<file path="src/rtl/fifo_demo_pkg.sv">
// Shared types and constants for the FIFO demo read-side controller.
package fifo_demo_pkg;

    typedef enum logic [1:0] {
        IDLE      = 2'd0,
        WAIT_FULL = 2'd1,
        READ      = 2'd2
    } state_t;

    localparam int DATA_W_DEF = 16;
    localparam int EXP_INIT   = 0;

endpackage

</file>
<file path="src/rtl/fifo_rd_ctrl_if.sv">
// FIFO status/read port plus the controller's result signals, bundled for fifo_rd_ctrl.
interface fifo_rd_ctrl_if
    import fifo_demo_pkg::*;
#(
    parameter int DATA_W = DATA_W_DEF,
    parameter int ERR_W  = 16
);
    logic              fifo_full;
    logic              fifo_empty;
    logic [DATA_W-1:0] fifo_dout;
    logic              fifo_rd_en;
    logic [DATA_W-1:0] rd_data;
    logic              rd_valid;
    logic              burst_done;
    logic [ERR_W-1:0]  err_cnt;
    logic              err_flag;

    modport master (
        input  fifo_full, fifo_empty, fifo_dout,
        output fifo_rd_en, rd_data, rd_valid, burst_done, err_cnt, err_flag
    );

    modport slave (
        output fifo_full, fifo_empty, fifo_dout,
        input  fifo_rd_en, rd_data, rd_valid, burst_done, err_cnt, err_flag
    );
endinterface

</file>
<file path="src/rtl/fifo_pattern_chk.sv">
// Compares each captured word against an incrementing reference and counts mismatches.
module fifo_pattern_chk
    import fifo_demo_pkg::*;
#(
    parameter int DATA_W = DATA_W_DEF,
    parameter int ERR_W  = 16
) (
    input  logic              sys_clk,
    input  logic              rst,
    input  logic              rd_valid,
    input  logic [DATA_W-1:0] rd_data,
    output logic [ERR_W-1:0]  err_cnt,
    output logic              err_flag
);

    logic [DATA_W-1:0] expected;

    function automatic logic [ERR_W-1:0] sat_inc(input logic [ERR_W-1:0] v);
        return (&v) ? v : v + 1'b1;
    endfunction

    // The reference advances one step per word, so one corrupted word costs exactly one count.
    always_ff @(posedge sys_clk) begin
        if (rst) begin
            expected <= DATA_W'(EXP_INIT);
            err_cnt  <= '0;
            err_flag <= 1'b0;
        end else if (rd_valid) begin
            if (rd_data != expected) begin
                err_cnt  <= sat_inc(err_cnt);
                err_flag <= 1'b1;
            end
            expected <= expected + 1'b1;
        end
    end

endmodule

</file>
<file path="src/rtl/fifo_rd_ctrl.sv">
// Read-side controller for the FIFO demo: waits for full, drains to empty, strobes each word out.
// Optional pattern checking is built in when the macro PATTERN_CHECK_EN is defined.
module fifo_rd_ctrl
    import fifo_demo_pkg::*;
#(
    parameter int DATA_W = DATA_W_DEF,
    parameter int RD_LAT = 1,
    parameter int ERR_W  = 16
) (
    input  logic           sys_clk,
    input  logic           rst,
    fifo_rd_ctrl_if.master bus
);

    state_t            state;
    state_t            state_nxt;
    logic              burst_done_nxt;
    logic              rd_en;
    logic [RD_LAT-1:0] vld_p;
    logic              vld_out;
    logic              rd_valid_q;
    logic [DATA_W-1:0] rd_data_q;
    logic              burst_done_q;
    logic [ERR_W-1:0]  err_cnt;
    logic              err_flag;

    // Combinational enable keeps the FIFO from ever being read while empty.
    assign rd_en   = (state == READ) && !bus.fifo_empty;
    assign vld_out = vld_p[RD_LAT-1];

    always_comb begin
        state_nxt      = state;
        burst_done_nxt = 1'b0;
        case (state)
            IDLE:      state_nxt = WAIT_FULL;
            WAIT_FULL: if (bus.fifo_full) state_nxt = READ;
            READ: begin
                // Empty wins over full, which also covers the illegal both-set case.
                if (bus.fifo_empty) begin
                    state_nxt      = WAIT_FULL;
                    burst_done_nxt = 1'b1;
                end
            end
            default:   state_nxt = IDLE;
        endcase
    end

    always_ff @(posedge sys_clk) begin
        if (rst) begin
            state        <= IDLE;
            burst_done_q <= 1'b0;
            vld_p        <= '0;
            rd_valid_q   <= 1'b0;
            rd_data_q    <= '0;
        end else begin
            state        <= state_nxt;
            burst_done_q <= burst_done_nxt;
            // vld_p[k] marks a read issued k+1 cycles ago; the last stage lines up with fifo_dout.
            vld_p[0]     <= rd_en;
            for (int i = 1; i < RD_LAT; i++) begin
                vld_p[i] <= vld_p[i-1];
            end
            rd_valid_q   <= vld_out;
            if (vld_out) begin
                rd_data_q <= bus.fifo_dout;
            end
        end
    end

`ifdef PATTERN_CHECK_EN
    fifo_pattern_chk #(
        .DATA_W (DATA_W),
        .ERR_W  (ERR_W)
    ) u_chk (
        .sys_clk  (sys_clk),
        .rst      (rst),
        .rd_valid (rd_valid_q),
        .rd_data  (rd_data_q),
        .err_cnt  (err_cnt),
        .err_flag (err_flag)
    );
`else
    assign err_cnt  = '0;
    assign err_flag = 1'b0;
`endif

    assign bus.fifo_rd_en = rd_en;
    assign bus.rd_valid   = rd_valid_q;
    assign bus.rd_data    = rd_data_q;
    assign bus.burst_done = burst_done_q;
    assign bus.err_cnt    = err_cnt;
    assign bus.err_flag   = err_flag;

endmodule

</file>
<file path="src/flat_wrapper.sv">
// flat-port wrapper written by rule: the top's interface ports become plain ports
module fifo_rd_ctrl_flat import fifo_demo_pkg::*;
#(
    parameter int DATA_W = DATA_W_DEF,
    parameter int RD_LAT = 1,
    parameter int ERR_W  = 16
)
  (sys_clk, rst, bus_fifo_full, bus_fifo_empty, bus_fifo_dout, bus_fifo_rd_en, bus_rd_data, bus_rd_valid, bus_burst_done, bus_err_cnt, bus_err_flag);
  fifo_rd_ctrl_if #(.DATA_W(DATA_W), .ERR_W(ERR_W)) bus_i ();
  input  logic sys_clk;
  input  logic rst;
  input wire logic [$bits(bus_i.fifo_full)-1:0] bus_fifo_full;
  input wire logic [$bits(bus_i.fifo_empty)-1:0] bus_fifo_empty;
  input wire logic [$bits(bus_i.fifo_dout)-1:0] bus_fifo_dout;
  output wire logic [$bits(bus_i.fifo_rd_en)-1:0] bus_fifo_rd_en;
  output wire logic [$bits(bus_i.rd_data)-1:0] bus_rd_data;
  output wire logic [$bits(bus_i.rd_valid)-1:0] bus_rd_valid;
  output wire logic [$bits(bus_i.burst_done)-1:0] bus_burst_done;
  output wire logic [$bits(bus_i.err_cnt)-1:0] bus_err_cnt;
  output wire logic [$bits(bus_i.err_flag)-1:0] bus_err_flag;
  assign bus_i.fifo_full = bus_fifo_full;
  assign bus_i.fifo_empty = bus_fifo_empty;
  assign bus_i.fifo_dout = bus_fifo_dout;
  assign bus_fifo_rd_en = bus_i.fifo_rd_en;
  assign bus_rd_data = bus_i.rd_data;
  assign bus_rd_valid = bus_i.rd_valid;
  assign bus_burst_done = bus_i.burst_done;
  assign bus_err_cnt = bus_i.err_cnt;
  assign bus_err_flag = bus_i.err_flag;
  fifo_rd_ctrl #(.DATA_W(DATA_W), .RD_LAT(RD_LAT), .ERR_W(ERR_W)) u_core (.sys_clk(sys_clk), .rst(rst), .bus(bus_i));
endmodule
</file>
<file path="config.mk">
export PLATFORM = sky130hd
export DESIGN_NAME = fifo_rd_ctrl_flat
export DESIGN_NICKNAME = d
export VERILOG_FILES = /design/src/rtl/fifo_demo_pkg.sv /design/src/rtl/fifo_rd_ctrl_if.sv /design/src/rtl/fifo_pattern_chk.sv /design/src/rtl/fifo_rd_ctrl.sv /design/src/flat_wrapper.sv
export SDC_FILE = /design/constraint.sdc
export NUM_CORES = 1
export LEC_CHECK = 0
export CELL_PAD_IN_SITES_DETAIL_PLACEMENT = 0
export CELL_PAD_IN_SITES_GLOBAL_PLACEMENT = 1
export CORE_UTILIZATION = 25
export CTS_BUF_LIST = sky130_fd_sc_hd__clkbuf_8 sky130_fd_sc_hd__clkbuf_16
export DETAILED_ROUTE_END_ITERATION = 7
export GPL_ROUTABILITY_DRIVEN = 0
export HOLD_SLACK_MARGIN = 0.05
export PLACE_DENSITY_LB_ADDON = 0.1
export SLEW_MARGIN = 15
export SYNTH_ARGS = -nofsm -noshare
export SYNTH_HDL_FRONTEND = slang
export SYNTH_SLANG_ARGS = --single-unit
</file>
<file path="constraint.sdc">
create_clock -name sys_clk -period 1.2 [get_ports sys_clk]
set_input_delay 0.12 -clock sys_clk [delete_from_list [all_inputs] [get_ports sys_clk]]
set_output_delay 0.12 -clock sys_clk [all_outputs]
set_load 0.01 [all_outputs]
</file>
# Yosys cells after proc, flatten, opt, wreduce, memory -nomap -nowiden
# Index checks and enable logic that the tools add are counted.
[word_totals]
reg_bits = 21
in_bits = 20
output_inout_bits = 36
elab_cells = 19
[classes]
muxes = 4
bitwise_logic = 1
eq_ne = 4
n_reduce_logical = 5
[ops]
columns = ["operator", "count"]
rows = [
  ["case mux 2 bit (3 select lines)", 1],
  ["2-to-1 mux 2 bit", 2],
  ["inequality test 2 bit (second input constant)", 2],
  ["== test 2 x 1 -> 1 bit (second input constant)", 1],
  ["== test 2 bit (second input constant)", 1],
  ["logical NOT 2 bit", 1],
  ["AND reduction 2 bit", 1],
  ["OR reduction 2 bit", 1],
  ["logical AND 1 bit", 1],
  ["logical NOT 1 bit", 1],
  ["2-to-1 mux 1 bit", 1],
  ["inverter 1 bit", 1],
]

# Longest topological paths before layout
[logic_depth]
word_depth = 3
ltp_mapped = 4
ltp_nobuf = 2

# Worst setup path after synthesis
# No wires, ideal clock.
[synth_timing]
kind = "flip-flop to flip-flop"
startpoint = "register u_core.vld_p, in the netlist u_core.vld_out"
endpoint = "register u_core.rd_data_q[0], in the netlist u_core.bus.rd_data[0]"
synth_period_minus_slack_ns = 0.945
setup_time_ns = 0.128
t_required_ns = 1.072
t_arrival_ns = 0.818
slack_ns = 0.255
path_stages_with_launch = 5
n_path_buf = 2
cell_sequence = "dfxtp_1 buf_4 buf_8 mux2i_1 nor2_1"
[synth_lines]
columns = ["item", "line_no", "rtl"]
rows = [
  ["start: declaration", "fifo_rd_ctrl.sv:19", "logic [RD_LAT-1:0] vld_p;"],
  ["start signal: indexed assignment", "fifo_rd_ctrl.sv:61", "vld_p[i] <= vld_p[i-1];"],
  ["end signal: assignment", "fifo_rd_ctrl.sv:65", "rd_data_q <= bus.fifo_dout;"],
  ["end: declaration", "fifo_rd_ctrl.sv:22", "logic [DATA_W-1:0] rd_data_q;"],
]

# Worst setup path after layout
[layout_timing]
startpoint = "register u_core.state[1]"
endpoint = "output port bus_fifo_rd_en"
[layout_between]
elab_chain_len = 2
[layout_lines]
columns = ["item", "line_no", "rtl"]
rows = [
  ["start: declaration", "fifo_rd_ctrl.sv:15", "state_t state;"],
  ["start signal: assignment", "fifo_rd_ctrl.sv:56", "state <= state_nxt;"],
  ["== test 2 bit", "fifo_rd_ctrl.sv:28", "assign rd_en = (state == READ) && !bus.fifo_empty;"],
  ["logical AND 1 bit", "fifo_rd_ctrl.sv:28", ""],
  ["end: declaration", "flat_wrapper.sv:15", "output wire logic [$bits(bus_i.fifo_rd_en)-1:0] bus_fifo_rd_en;"],
]
# Every way passes these cells.

==> results.rst <==
.. list-table::
   :header-rows: 1

   * - Metric
     - Value
   * - Timing-limited maximum frequency
     - 0.824 GHz
   * - Largest buffer count on any clock path
     - 2
   * - Pint
     - 1.03 mW
   * - Setup violation total in the final timing report
     - 1
   * - Sequential share of power
     - 0.548
   * - End of the worst register-to-register path
     - u_core.state[1]
   * - Area of the core
     - 0.00334 sq mm
   * - Antenna Nets Post-Route
     - 0
   * - R2r startpoint
     - u_core.state[1]
   * - Number of buffers created by CTS
     - 3
   * - Top-area cell type share of the netlist area
     - 0.481
   * - Leading area contributor after synthesis
     - dfxtp_1
   * - Path category of the worst min-delay check
     - in2reg
   * - Net switching power figure
     - 0.276 mW
   * - Number of max-slew violations in the final report
     - 0
   * - Register bit count reported by yosys
     - 21
   * - Depth of the most critical reg-to-reg path
     - 3
   * - Share of total power in the clock network
     - 0.332
   * - Number of maximum-capacitance violations
     - 0
   * - Vias post-DR
     - 653
   * - GRT met1 Usage
     - 0.108
   * - Count of input and output buffers
     - 38
   * - Register-to-register setup slack
     - 0.19 ns
   * - Routing usage on met3
     - 0.0273
   * - Signed area change from the synthesized netlist to the final layout
     - 48.5%
   * - Final count of hold timing violations
     - 0
   * - Sw frac
     - 0.212
   * - EDFF count, synth
     - 0
   * - DRC violation total after the first TritonRoute iteration
     - 16
   * - Proportion of register bits with asynchronous set or reset after synthesis
     - 0
   * - Number of nets in the layout
     - 151
   * - Remaining DRCs
     - 0
   * - Fill cell total of the finished layout
     - 377
   * - CTS clk-pin slew, worst paths
     - 0.07 ns
   * - TritonCTS clock tree
     - done
   * - Via density
     - 3.71
   * - Fraction of layout instances using a drive strength above 1
     - 0.138
   * - Cell area after technology mapping
     - 875 sq um
   * - Die outline width
     - 61.1 um
   * - Yosys cell types
     - 17
   * - Routed wire length
     - 1.67 mm
   * - RSZ-0062 raised after global routing
     - true
   * - DPL Wire Length
     - 1.27 mm
   * - GRT Resource Usage Total
     - 0.0963
   * - Number of global-route vias before repair
     - 596
   * - Worst Setup Slack post-DPL
     - -0.428 ns
   * - Worst vdd rail ir drop
     - 0.405 mV
   * - Power per standard cell area
     - 1000 mW/mm^2
   * - IO Count
     - 56
   * - Critical path capture point
     - bus_fifo_rd_en
   * - Classification of the worst setup path
     - reg2out
   * - Number of setup buffers added after CTS
     - 0
   * - Initial DRT Pass Iterations
     - 2
   * - Result of the run
     - finished with violations
   * - Top FF cell, synth
     - dfxtp_1
   * - Critical Path Source Type
     - flip-flop
   * - Initial core utilization
     - 0.262
   * - GRT Residual Overflow
     - 0
   * - Clock latency at the later pin of the worst-skew pair
     - 0.25 ns
   * - Antenna diode count
     - 0
   * - Final critical delay including setup and external delays
     - 1.21 ns
   * - Post-synthesis sequential area ratio
     - 0.481
   * - Global routing's busiest layer
     - met2
   * - Arrival time reported for the critical path endpoint
     - 1.09 ns
   * - Worst Path Required
     - 1.08 ns
   * - Area enclosed by the die boundary
     - 0.00374 sq mm
   * - Detail-routed net length per standard cell
     - 9.48 um
   * - Gate count of the mapped netlist
     - 85
   * - Synthesis warning total
     - 0
   * - Pin count of the biggest net entering global routing
     - 12
   * - Num Clock Sinks
     - 21
   * - Total number of placement rows
     - 21
   * - GR Util met2
     - 0.161
   * - Most instantiated cells after synthesis
     - 21 x dfxtp_1, 18 x buf_4, 17 x nor2_1
   * - Setup TNS after final layout
     - -0.0130 ns
   * - H-tree levels
     - 1
   * - Number of antenna violations at the first check in global routing
     - 0
   * - Cells taking the most area after synthesis
     - dfxtp_1 48%, mux2i_1 18%, buf_4 15%
   * - Max Fanout on Critical Path
     - 2
   * - Synthesized area per cell
     - 10.3 sq um
   * - Fin crit share
     - 1.01
   * - Cell with the most instances after synthesis
     - dfxtp_1
   * - Reported leakage power
     - 0.602 nW
   * - Fin worst setup slack
     - -0.0130 ns
   * - Wire length of the first global-routing pass
     - 2.59 mm
   * - Launch point of the worst path
     - u_core.state[1]
   * - Chip Height
     - 61.1 um
   * - Violations in the final reports
     - negative setup slack
   * - Final Skew
     - 0.00234 ns
   * - Part of the total power dissipated in combinational logic
     - 0.120
   * - Clock root buffer
     - clkbuf_8
   * - Crit. End Element
     - output pin
worst max-delay path, cell delays in order, from the launching register on:
cell     delay, ns
dfxtp_2       0.32
or3b_4        0.37
inv_2         0.06
buf_6         0.09
routing by layer:
metal	wire length (um)	share of wire
met5	0	0
met4	28	0.017
met3	116	0.070
met2	772	0.46
met1	750	0.45
flip-flops by register name, indices dropped and copies added, names as in the netlist:
register               count
u_core.bus.rd_data        16
u_core.state               2
u_core.bus.burst_done      1
u_core.bus.rd_valid        1
u_core.vld_out             1
power groups by stage:
stage | clock network (mW) | registers (mW) | logic [mW]
after floorplan | 0 | 0.732 | 0.101
after global placement | 0 | 0.728 | 0.162
after detailed placement | 0 | 0.729 | 0.162
after CTS | 0.457 | 0.713 | 0.158
after global routing | 0.503 | 0.715 | 0.172
final | 0.432 | 0.713 | 0.157
metrics by stage:
step	cells	instance area [sq um]	util	total power [mW]	hold WS (ns)
after floorplan	101	935	-	0.834	0.198
after global placement	172	1270	0.382	0.890	0.477
after detailed placement	172	1270	0.382	0.890	0.487
after CTS	176	1300	0.389	1.33	0.393
after global routing	176	1300	0.389	1.39	0.403
final	176	1300	0.389	1.30	0.395
layout by cell type (no fill, tap or decap), drive strengths merged:
cell type / n
a21o: 1
a21oi: 2
buf: 9
clkbuf: 3
clkdlybuf4s50: 18
conb: 17
dfxtp: 21
dlygate4sd2: 19
inv: 2
mux2i: 16
nand2b: 1
nand3b: 1
nor2: 17
nor2b: 1
nor4bb: 1
or3b: 1
timing repair:
item                       CTS  global route
hold buffers                 0             0
resized for setup           27             0
pin swaps                    1             0
setup endpoints to repair   19             1
cell families (layout without fill, tap and decap cells):
group / after synthesis / after routing / share of synthesized area
AND/OR/NAND/NOR: 22 / 22 / 0.120
buffers and inverters: 22 / 51 / 0.186
flip-flops: 21 / 21 / 0.481
multiplexers: 16 / 16 / 0.183
AO/OA/AOI/OAI: 3 / 3 / 0.0257
other: 1 / 17 / 0.00429
layout make-up:
cell class | instances | area (sq um) | area share
inverters | 1 | 3.75 | 0.00289
flip-flops and latches | 21 | 423 | 0.326
clock buffers | 3 | 41.3 | 0.0318
clock inverters | 1 | 3.75 | 0.00289
well taps | 46 | 57.6 | 0.0443
repair buffers | 46 | 418 | 0.322
multi-input cells | 58 | 352 | 0.271
how the worst min path moves through the flow:
stage | from | endpoint | slack [ns] | cells after the start
floorplan | rst | u_core.bus.burst_done | 0.20 | 1
detailed placement | u_core.bus.rd_data[3] | u_core.bus.rd_data[3] | 0.49 | 2
global placement | u_core.bus.rd_data[7] | u_core.bus.rd_data[7] | 0.48 | 2
global route | bus_fifo_empty | u_core.state[1] | 0.40 | 4
finish | bus_fifo_empty | u_core.state[0] | 0.39 | 4
CTS | bus_fifo_empty | u_core.state[0] | 0.39 | 4
Power figures use the tool's default switching activity.
